## src/rtl/hamur_hakem.sv

```systemverilog
// hamur_hakem: round-robin controller sharing one hamur dough unit between
// two requesters (tezgah 0 and 1). Accepts an order, drives the hamur unit
// until it reports bitti, then returns the results to the ordering tezgah.
//
// Optional feature: define HAMUR_ZAMAN_ASIMI_EN to abort a BEKLE wait after
// ZAMAN_ASIMI cycles without bitti. The abort returns zero data with a hata
// pulse. Without the macro, BEKLE waits forever and hata is tied low.
//
// Handshake: a requester holds istek[k] together with its ingredient slice
// until it sees the one-cycle kabul[k] pulse, then drops istek[k]. Ingredient
// inputs are sampled only in BOS, on the edge that grants the order. Results
// come back as a one-cycle sonuc_gecerli[k] pulse with sonuc_* valid in the
// same cycle. There is no back-pressure on the result side.
module hamur_hakem #(
    parameter int ZAMAN_ASIMI = 64
) (
    input  logic        saat,
    input  logic        reset,
    input  logic [1:0]  istek,
    input  logic [11:0] un_i,
    input  logic [15:0] su_i,
    input  logic [5:0]  tuz_i,
    input  logic [1:0]  maya_i,
    output logic [1:0]  kabul,
    output logic        basla,
    output logic [5:0]  un_miktari,
    output logic [7:0]  su_miktari,
    output logic [2:0]  tuz_miktari,
    output logic        maya,
    input  logic [1:0]  kalinlik,
    input  logic        mayali,
    input  logic        tuzlu,
    input  logic        bitti,
    output logic [1:0]  sonuc_gecerli,
    output logic [1:0]  sonuc_kalinlik,
    output logic        sonuc_mayali,
    output logic        sonuc_tuzlu,
    output logic        mesgul,
    output logic [7:0]  tamamlanan,
    output logic        hata
);

    // Elaboration-time guard: the timeout needs at least two BEKLE cycles.
    if (ZAMAN_ASIMI < 2) begin : g_zaman_asimi_check
        $error("hamur_hakem: ZAMAN_ASIMI must be >= 2");
    end

    typedef enum logic [1:0] {
        BOS    = 2'd0,
        BASLAT = 2'd1,
        BEKLE  = 2'd2,
        SONUC  = 2'd3
    } durum_t;

    durum_t      durum_q, durum_d;
    logic        oncelik_q, oncelik_d;          // tezgah that wins a tie
    logic        secilen_q, secilen_d;          // tezgah owning the current order
    logic [1:0]  kabul_q, kabul_d;
    logic        basla_q, basla_d;
    logic [5:0]  un_q, un_d;
    logic [7:0]  su_q, su_d;
    logic [2:0]  tuz_q, tuz_d;
    logic        maya_q, maya_d;
    logic [1:0]  sonuc_gecerli_q, sonuc_gecerli_d;
    logic [1:0]  sonuc_kalinlik_q, sonuc_kalinlik_d;
    logic        sonuc_mayali_q, sonuc_mayali_d;
    logic        sonuc_tuzlu_q, sonuc_tuzlu_d;
    logic        mesgul_q, mesgul_d;
    logic [7:0]  tamamlanan_q, tamamlanan_d;
    logic        kazanan;                       // grant candidate in BOS

`ifdef HAMUR_ZAMAN_ASIMI_EN
    localparam logic [7:0] SINIR = 8'(ZAMAN_ASIMI - 1);
    logic [7:0]  sayac_q, sayac_d;              // BEKLE cycles elapsed
    logic        hata_q, hata_d;
`endif

    // Next-state and registered-output computation for the order FSM.
    always_comb begin
        durum_d          = durum_q;
        oncelik_d        = oncelik_q;
        secilen_d        = secilen_q;
        kabul_d          = 2'b00;
        basla_d          = basla_q;
        un_d             = un_q;
        su_d             = su_q;
        tuz_d            = tuz_q;
        maya_d           = maya_q;
        sonuc_gecerli_d  = 2'b00;
        sonuc_kalinlik_d = sonuc_kalinlik_q;
        sonuc_mayali_d   = sonuc_mayali_q;
        sonuc_tuzlu_d    = sonuc_tuzlu_q;
        mesgul_d         = mesgul_q;
        tamamlanan_d     = tamamlanan_q;
`ifdef HAMUR_ZAMAN_ASIMI_EN
        sayac_d          = sayac_q;
        hata_d           = 1'b0;
`endif
        // The priority side wins whenever it is requesting.
        kazanan = istek[oncelik_q] ? oncelik_q : ~oncelik_q;

        case (durum_q)
            BOS: begin
                if (istek != 2'b00) begin
                    durum_d   = BASLAT;
                    secilen_d = kazanan;
                    kabul_d   = {kazanan, ~kazanan};
                    basla_d   = 1'b1;
                    mesgul_d  = 1'b1;
                    un_d      = kazanan ? un_i[11:6]  : un_i[5:0];
                    su_d      = kazanan ? su_i[15:8]  : su_i[7:0];
                    tuz_d     = kazanan ? tuz_i[5:3]  : tuz_i[2:0];
                    maya_d    = maya_i[kazanan];
                end
            end
            BASLAT: begin
                durum_d = BEKLE;
`ifdef HAMUR_ZAMAN_ASIMI_EN
                sayac_d = 8'd0;
`endif
            end
            BEKLE: begin
                if (bitti) begin
                    durum_d          = SONUC;
                    sonuc_gecerli_d  = {secilen_q, ~secilen_q};
                    sonuc_kalinlik_d = kalinlik;
                    sonuc_mayali_d   = mayali;
                    sonuc_tuzlu_d    = tuzlu;
                    oncelik_d        = ~secilen_q;
                    if (tamamlanan_q != 8'hFF) begin
                        tamamlanan_d = tamamlanan_q + 8'd1;
                    end
                end
`ifdef HAMUR_ZAMAN_ASIMI_EN
                else if (sayac_q == SINIR) begin
                    // Aborted order: zero data, flagged, not counted.
                    durum_d          = SONUC;
                    sonuc_gecerli_d  = {secilen_q, ~secilen_q};
                    sonuc_kalinlik_d = 2'b00;
                    sonuc_mayali_d   = 1'b0;
                    sonuc_tuzlu_d    = 1'b0;
                    oncelik_d        = ~secilen_q;
                    hata_d           = 1'b1;
                end else begin
                    sayac_d = sayac_q + 8'd1;
                end
`endif
            end
            SONUC: begin
                // Leaving for BOS: release the hamur unit.
                durum_d  = BOS;
                basla_d  = 1'b0;
                mesgul_d = 1'b0;
                un_d     = 6'd0;
                su_d     = 8'd0;
                tuz_d    = 3'd0;
                maya_d   = 1'b0;
            end
            default: durum_d = BOS;
        endcase
    end

    // State and output registers; reset drops everything back to idle.
    always_ff @(posedge saat or negedge reset) begin
        if (!reset) begin
            durum_q          <= BOS;
            oncelik_q        <= 1'b0;
            secilen_q        <= 1'b0;
            kabul_q          <= 2'b00;
            basla_q          <= 1'b0;
            un_q             <= 6'd0;
            su_q             <= 8'd0;
            tuz_q            <= 3'd0;
            maya_q           <= 1'b0;
            sonuc_gecerli_q  <= 2'b00;
            sonuc_kalinlik_q <= 2'b00;
            sonuc_mayali_q   <= 1'b0;
            sonuc_tuzlu_q    <= 1'b0;
            mesgul_q         <= 1'b0;
            tamamlanan_q     <= 8'd0;
`ifdef HAMUR_ZAMAN_ASIMI_EN
            sayac_q          <= 8'd0;
            hata_q           <= 1'b0;
`endif
        end else begin
            durum_q          <= durum_d;
            oncelik_q        <= oncelik_d;
            secilen_q        <= secilen_d;
            kabul_q          <= kabul_d;
            basla_q          <= basla_d;
            un_q             <= un_d;
            su_q             <= su_d;
            tuz_q            <= tuz_d;
            maya_q           <= maya_d;
            sonuc_gecerli_q  <= sonuc_gecerli_d;
            sonuc_kalinlik_q <= sonuc_kalinlik_d;
            sonuc_mayali_q   <= sonuc_mayali_d;
            sonuc_tuzlu_q    <= sonuc_tuzlu_d;
            mesgul_q         <= mesgul_d;
            tamamlanan_q     <= tamamlanan_d;
`ifdef HAMUR_ZAMAN_ASIMI_EN
            sayac_q          <= sayac_d;
            hata_q           <= hata_d;
`endif
        end
    end

    assign kabul          = kabul_q;
    assign basla          = basla_q;
    assign un_miktari     = un_q;
    assign su_miktari     = su_q;
    assign tuz_miktari    = tuz_q;
    assign maya           = maya_q;
    assign sonuc_gecerli  = sonuc_gecerli_q;
    assign sonuc_kalinlik = sonuc_kalinlik_q;
    assign sonuc_mayali   = sonuc_mayali_q;
    assign sonuc_tuzlu    = sonuc_tuzlu_q;
    assign mesgul         = mesgul_q;
    assign tamamlanan     = tamamlanan_q;
`ifdef HAMUR_ZAMAN_ASIMI_EN
    assign hata           = hata_q;
`else
    assign hata           = 1'b0;
`endif

endmodule

```

## config.mk

```make
export PLATFORM = sky130hd
export DESIGN_NAME = hamur_hakem
export DESIGN_NICKNAME = d
export VERILOG_FILES = /design/src/rtl/hamur_hakem.sv
export SDC_FILE = /design/constraint.sdc
export NUM_CORES = 1
export LEC_CHECK = 0
export ABC_AREA = 1
export CAP_MARGIN = 40
export CORE_ASPECT_RATIO = 0.9
export CORE_MARGIN = 2
export CORE_UTILIZATION = 47
export DETAILED_ROUTE_END_ITERATION = 16
export MAX_ROUTING_LAYER = met4
export PLACE_DENSITY = 0.94
export SLEW_MARGIN = 20
export SYNTH_ARGS = -nofsm -noshare
export SYNTH_HDL_FRONTEND = slang
export SYNTH_SLANG_ARGS = --single-unit
```

## constraint.sdc

```tcl
create_clock -name saat -period 3.75 [get_ports saat]
set_input_delay 0.75 -clock saat [delete_from_list [all_inputs] [get_ports saat]]
set_output_delay 0.75 -clock saat [all_outputs]
set_load 0.005 [all_outputs]
```

==> impl_metrics.tcl, run 1 <==
set metrics [dict create \
    grt-ovfl-total 0 \
    crit_arrival_ns 1.31 \
    status "completed" \
    r2r_slack_ns 2.13 \
    power.share.combinational_pct 45.6 \
    die_area_um2 4883 \
    vias_per_cell 4.746 \
    finalHoldViolCount 0 \
    r2r-end "tamamlanan[3]$_DFFE_PN0P_" \
    critical-path-top-delay-family "buffers and inverters" \
    drive_gt1_share_pct 5.042 \
    post_cts_buffers 0 \
    layout_commonest_cell "nand2_1" \
    ys_seq_area_share_pct 47.85 \
    clockRootBuffer "clkbuf_8" \
    grt_max_degree 32 \
    crit_fanout 7 \
    drt_iter0_drc 123 \
    routedWlPerCell_um 11.85 \
    drtPass1Iterations 4 \
    clock_latency_ns 0.28 \
    ios 82 \
    setup_viol 0 \
    syn_to_final_growth_pct 45.40 \
    max_freq_ghz 0.4850 \
    netlist_area_um2 2039 \
    max_stage_delay_ns 0.56 \
    cts_buffers 5 \
    antenna_left 0 \
    pwr-share-clk_pct 17.2 \
    synthCells 274 \
    syn_nets 323 \
    diodes 0 \
    grt_util_all_layers_pct 21.53 \
    drc 0 \
    period_minus_slack_ns 2.062 \
    fin_crit_sh_pct 54.98 \
    p_int_mw 1.135 \
    cts_hold_buf 0 \
    synth_warnings 0 \
    grt_pass1_vias 1776 \
    synth.largest_area_cell "dfrtp_1" \
    critical_path.cell_chain "clkdlybuf4s50_1" \
    die_h_um 66.49 \
    crit_path_end_kind "primary output" \
    place_congestion 0.7672 \
    fillCellCount 336 \
    crit_required_ns 3.00 \
    rsz0062_at_grt "no" \
    cts_tree "yes" \
    setup_tns_ns 0 \
    switchingPower_mw 0.6456 \
    core_area_um2 4129 \
    cts_max_level 2 \
    yosysUniqueCellTypes 25 \
    antenna_found_initial 0 \
    cts_buffer_depth 2 \
    r2r_start "durum_q[0]$_DFFE_PN0P_" \
    vdd_drop_max_mv 0.3762 \
    tightest_slew_ns 0.7215 \
    drt_wl_total_mm 4.800 \
    io_buffers 80 \
    path_class "reg -> out" \
    die_x_um 73.44 \
    slew_violations 0 \
    nets 405 \
    cp_slowest_cell "clkdlybuf4s50_1" \
    path_clk_slew_ns 0.07 \
    ctsResizeCount 0 \
    synth_seq_cells 39 \
    route.vias.total 1922 \
    fp-row-count 22 \
    fin_hold_ws_ns 0.3180 \
    critPathLaunchType "register" \
    worst-path-buf-inv 1 \
    grt_pass1_wl_mm 7.879 \
    timing.slew.headroom_pct 51.89 \
    r2r_cells 8 \
    p_seq_share_pct 37.3 \
    p_leak_nw 1.491 \
    hpwl_mm 3.582 \
    synth_area_leaders "dfrtp_1 (48%), nand2_1 (16%), inv_1 (12%)" \
    start_util_pct 49.39 \
    synth.top_cell.area_share_pct 47.85 \
    layout_common_cells "nand2_1 (85), clkdlybuf4s50_1 (79), inv_1 (67)" \
    crit_start "tamamlanan[2]$_DFFE_PN0P_" \
    clock_sinks 39 \
    avgSynthCellArea_um2 7.443 \
    power.density_nw_per_um2 600.6 \
    clock_skew_ns 0.002500 \
    cap_viol_max_count 0 \
    netSwitchingFraction_pct 36.25 \
    hold_class "in -> async" \
]
## worst max path at each step
stage,endpoint,depth (start not counted),slack (ns)
after floorplan,maya$_DFFE_PN0P_,5,2.25
after global placement,su_miktari[0]$_DFFE_PN0P_,5,1.44
after detailed placement,su_miktari[6]$_DFFE_PN0P_,5,1.39
after CTS,su_miktari[6]$_DFFE_PN0P_,5,1.67
after global routing,su_miktari[6]$_DFFE_PN0P_,5,1.58
final,tamamlanan[2],1,1.69
## flip-flops by register name, indices dropped and copies added, names as in the netlist
signal          flops
durum_q             2
tamamlanan          8
su_miktari          8
kabul               2
sonuc_mayali        1
tuz_miktari         3
oncelik_q           1
mesgul              1
sonuc_kalinlik      2
secilen_q           1
un_miktari          6
maya                1
sonuc_tuzlu         1
sonuc_gecerli       2
## cells in the mapped netlist (all sizes together)
cell type and count:
nor2 14, conb 1, nand3 22, xor2 2
xnor2 1, o21ai 23, dfrtp 39, o21bai 1
nand2 87, buf 5, a21oi 4, inv 68
ha 4, o21a 1, nand4 1, clkbuf 1
## power groups by stage
stage | Combinational, mW | Clock [mW] | Sequential (mW)
detailed placement | 0.819 | 0 | 0.668
finish | 0.812 | 0.306 | 0.663
global placement | 0.783 | 0 | 0.663
CTS | 0.820 | 0.309 | 0.665
floorplan | 0.430 | 0 | 0.668
global route | 0.913 | 0.332 | 0.683
## metrics by stage
step / cells / utilization, % / cell area, um2 / setup WS, ns / power [mW]
2_1_floorplan: 274 / - / 2039 / 2.249 / 1.097
3_3_place_gp: 396 / 68.91 / 2845 / 1.443 / 1.446
3_5_place_dp: 397 / 69.39 / 2865 / 1.386 / 1.488
4_1_cts: 405 / 71.82 / 2965 / 1.670 / 1.793
5_1_grt: 405 / 71.82 / 2965 / 1.580 / 1.928
6_report: 405 / 71.82 / 2965 / 1.688 / 1.781
## per-layer routing
layer | track usage [%] | share of wire (%) | vias to the layer above
met5 | - | 0 | -
met4 | 4.091 | 0.81 | 0
met3 | 5.295 | 6.4 | 5
met2 | 36.60 | 50 | 73
met1 | 26.38 | 43 | 875
li1 | - | - | 969
## cell type report
class                   instances  area (um2)  share of cell area (%)
clock buffers                   8       100.1                   3.376
well taps                      48       60.06                   2.025
inverters                      68       255.2                   8.608
multi-input cells             161       758.2                   25.57
repair buffers                 81       815.8                   27.51
flip-flops and latches         39       975.9                   32.91
## logic make-up after synthesis
| family | Yosys count | synth area share (%) |
|---|---|---|
| AOI/OAI and AO/OA | 29 | 7.976 |
| xor gates and xnor gates | 3 | 1.289 |
| adders and majority gates | 4 | 2.454 |
| buffers and inverters | 74 | 14.97 |
| DFF | 39 | 47.85 |
| other | 1 | 0.1839 |
| and+or+nand+nor | 124 | 25.28 |
No activity file was read; power rests on OpenSTA's default activity.
==> run 2, diff against run 1 <==
Settings changed: CORE_UTILIZATION 47 to 39, PLACE_DENSITY 0.94 to 0.84.
Clock period 3.75 ns to 1.8 ns, I/O delays scaled along.
==> run 2 against run 1 <==
  * Hold slack worse by 0.29 ns
  * Register-to-register slack got worse by 1.9 ns
  * Sequential cell count unchanged
  * Combinational power up 110%
  * Sequential power grew 110%
  * Wire length is 1.0% lower
  * Core utilization is 11 points lower
==> impl_metrics.tcl, run 2 (same netlist as run 1, synthesis figures left out) <==
set metrics [dict create \
    status "completed" \
    slew_violations 0 \
    crit_fanout 7 \
    grt_util_all_layers_pct 17.97 \
    io_buffers 80 \
    die_h_um 72.61 \
    cts_buffer_depth 2 \
    fp-row-count 24 \
    critical-path-top-delay-family "buffers and inverters" \
    max_freq_ghz 0.6085 \
    tightest_slew_ns 0.7628 \
    start_util_pct 41.16 \
    clock_skew_ns 0.003572 \
    grt-ovfl-total 0 \
    routedWlPerCell_um 11.18 \
    drc 0 \
    critPathLaunchType "register" \
    drive_gt1_share_pct 5.556 \
    drt_iter0_drc 72 \
    syn_to_final_growth_pct 46.63 \
    finalHoldViolCount 0 \
    timing.slew.headroom_pct 49.14 \
    crit_arrival_ns 1.28 \
    critical_path.cell_chain "clkdlybuf4s50_1" \
    setup_viol 0 \
    grt_pass1_wl_mm 7.893 \
    route.vias.total 1914 \
    hold_class "in -> async" \
    rsz0062_at_grt "no" \
    cts_tree "yes" \
    ios 82 \
    fillCellCount 466 \
    period_minus_slack_ns 1.643 \
    path_clk_slew_ns 0.07 \
    grt_pass1_vias 1786 \
    clock_latency_ns 0.28 \
    layout_common_cells "nand2_1 (85), clkdlybuf4s50_1 (79), inv_1 (67)" \
    power.density_nw_per_um2 1216 \
    crit_required_ns 1.44 \
    worst-path-buf-inv 1 \
    ctsResizeCount 0 \
    core_area_um2 4955 \
    drt_wl_total_mm 4.750 \
    antenna_found_initial 0 \
    cp_slowest_cell "clkdlybuf4s50_1" \
    nets 408 \
    place_congestion 0.7878 \
    diodes 0 \
    clockRootBuffer "clkbuf_8" \
    stdcell_count 425 \
    max_stage_delay_ns 0.54 \
    vias_per_cell 4.504 \
    cts_buffers 5 \
    grt_max_degree 21 \
    hpwl_mm 3.620 \
    layout_commonest_cell "nand2_1" \
    clock_sinks 39 \
    fin_crit_sh_pct 91.29 \
    cap_viol_max_count 0 \
    die_x_um 80.23 \
    post_cts_buffers 0 \
    crit_path_end_kind "primary output" \
    vdd_drop_max_mv 0.7671 \
    dpl.cell_count 417 \
    antenna_left 0 \
    die_area_um2 5825 \
    drtPass1Iterations 4 \
    fin_hold_ws_ns 0.02632 \
    cts_hold_buf 0 \
    cts_max_level 2 \
    p_leak_nw 1.495 \
    path_class "reg -> out" \
]
-- run 2: per-stage QoR --
step           power (mW)  worst slack, ns  TNS [ns]  utilization, %  area, um2
2_1_floorplan       2.286           0.4861         0               -       2039
3_3_place_gp        3.047         -0.06083   -0.8618           58.71       2909
3_5_place_dp        3.124          -0.1148    -1.490           58.71       2909
4_1_cts             3.689           0.1482         0           60.35       2990
5_1_grt             3.983          0.05542         0           60.35       2990
6_report            3.635           0.1567         0           60.35       2990
-- run 2: final timing paths --
check	startpoint	endpoint	slack (ns)	cells past startpoint
min in group saat	secilen_q$_DFFE_PN0P_	sonuc_gecerli[0]$_DFF_PN0_	0.45	1
max in group asynchronous	reset	tamamlanan[1]$_DFFE_PN0P_	1.31	2
worst max register to register	durum_q[0]$_DFFE_PN0P_	su_miktari[5]$_DFFE_PN0P_	0.27	6
worst max-delay path	tamamlanan[2]$_DFFE_PN0P_	tamamlanan[2]	0.16	1
worst min-delay path	reset	un_miktari[3]$_DFFE_PN0P_	0.03	1
worst min register to register	secilen_q$_DFFE_PN0P_	sonuc_gecerli[0]$_DFF_PN0_	0.45	1
-- run 2: per-layer routing --
| layer | share of wire (%) | up-vias | routed length (um) | GRT usage [%] |
|---|---|---|---|---|
| met4 | 0.86 | 0 | 41 | 5.650 |
| met2 | 48 | 61 | 2260 | 28.52 |
| met1 | 46 | 871 | 2207 | 23.43 |
| met5 | 0 | - | 0 | - |
| li1 | - | 977 | - | - |
| met3 | 5.1 | 5 | 240 | 3.589 |
-- run 2: final cells by class --
class	count	area [um2]	share of cell area [%]
sequential	39	975.9	32.64
timing repair buffer	84	838.3	28.03
multi-input combinational	161	758.2	25.36
inverter	68	255.2	8.536
tap	65	81.33	2.720
clock buffer	7	76.32	2.552
clock inverter	1	5.005	0.1674
-- run 2: report_power, final --
group | total, mW | internal, mW | switching, mW
clock | 0.551 | 0.272 | 0.279
combinational | 1.70 | 0.854 | 0.851
sequential | 1.38 | 1.18 | 0.197
total | 3.63 | 2.31 | 1.33
==> run 3, diff against run 2 <==
Settings changed: ABC_CLOCK_PERIOD_IN_PS set to 1800.
==> results of run 3 <==
The final DEF is identical to that of run 2; final timing and power are the same.
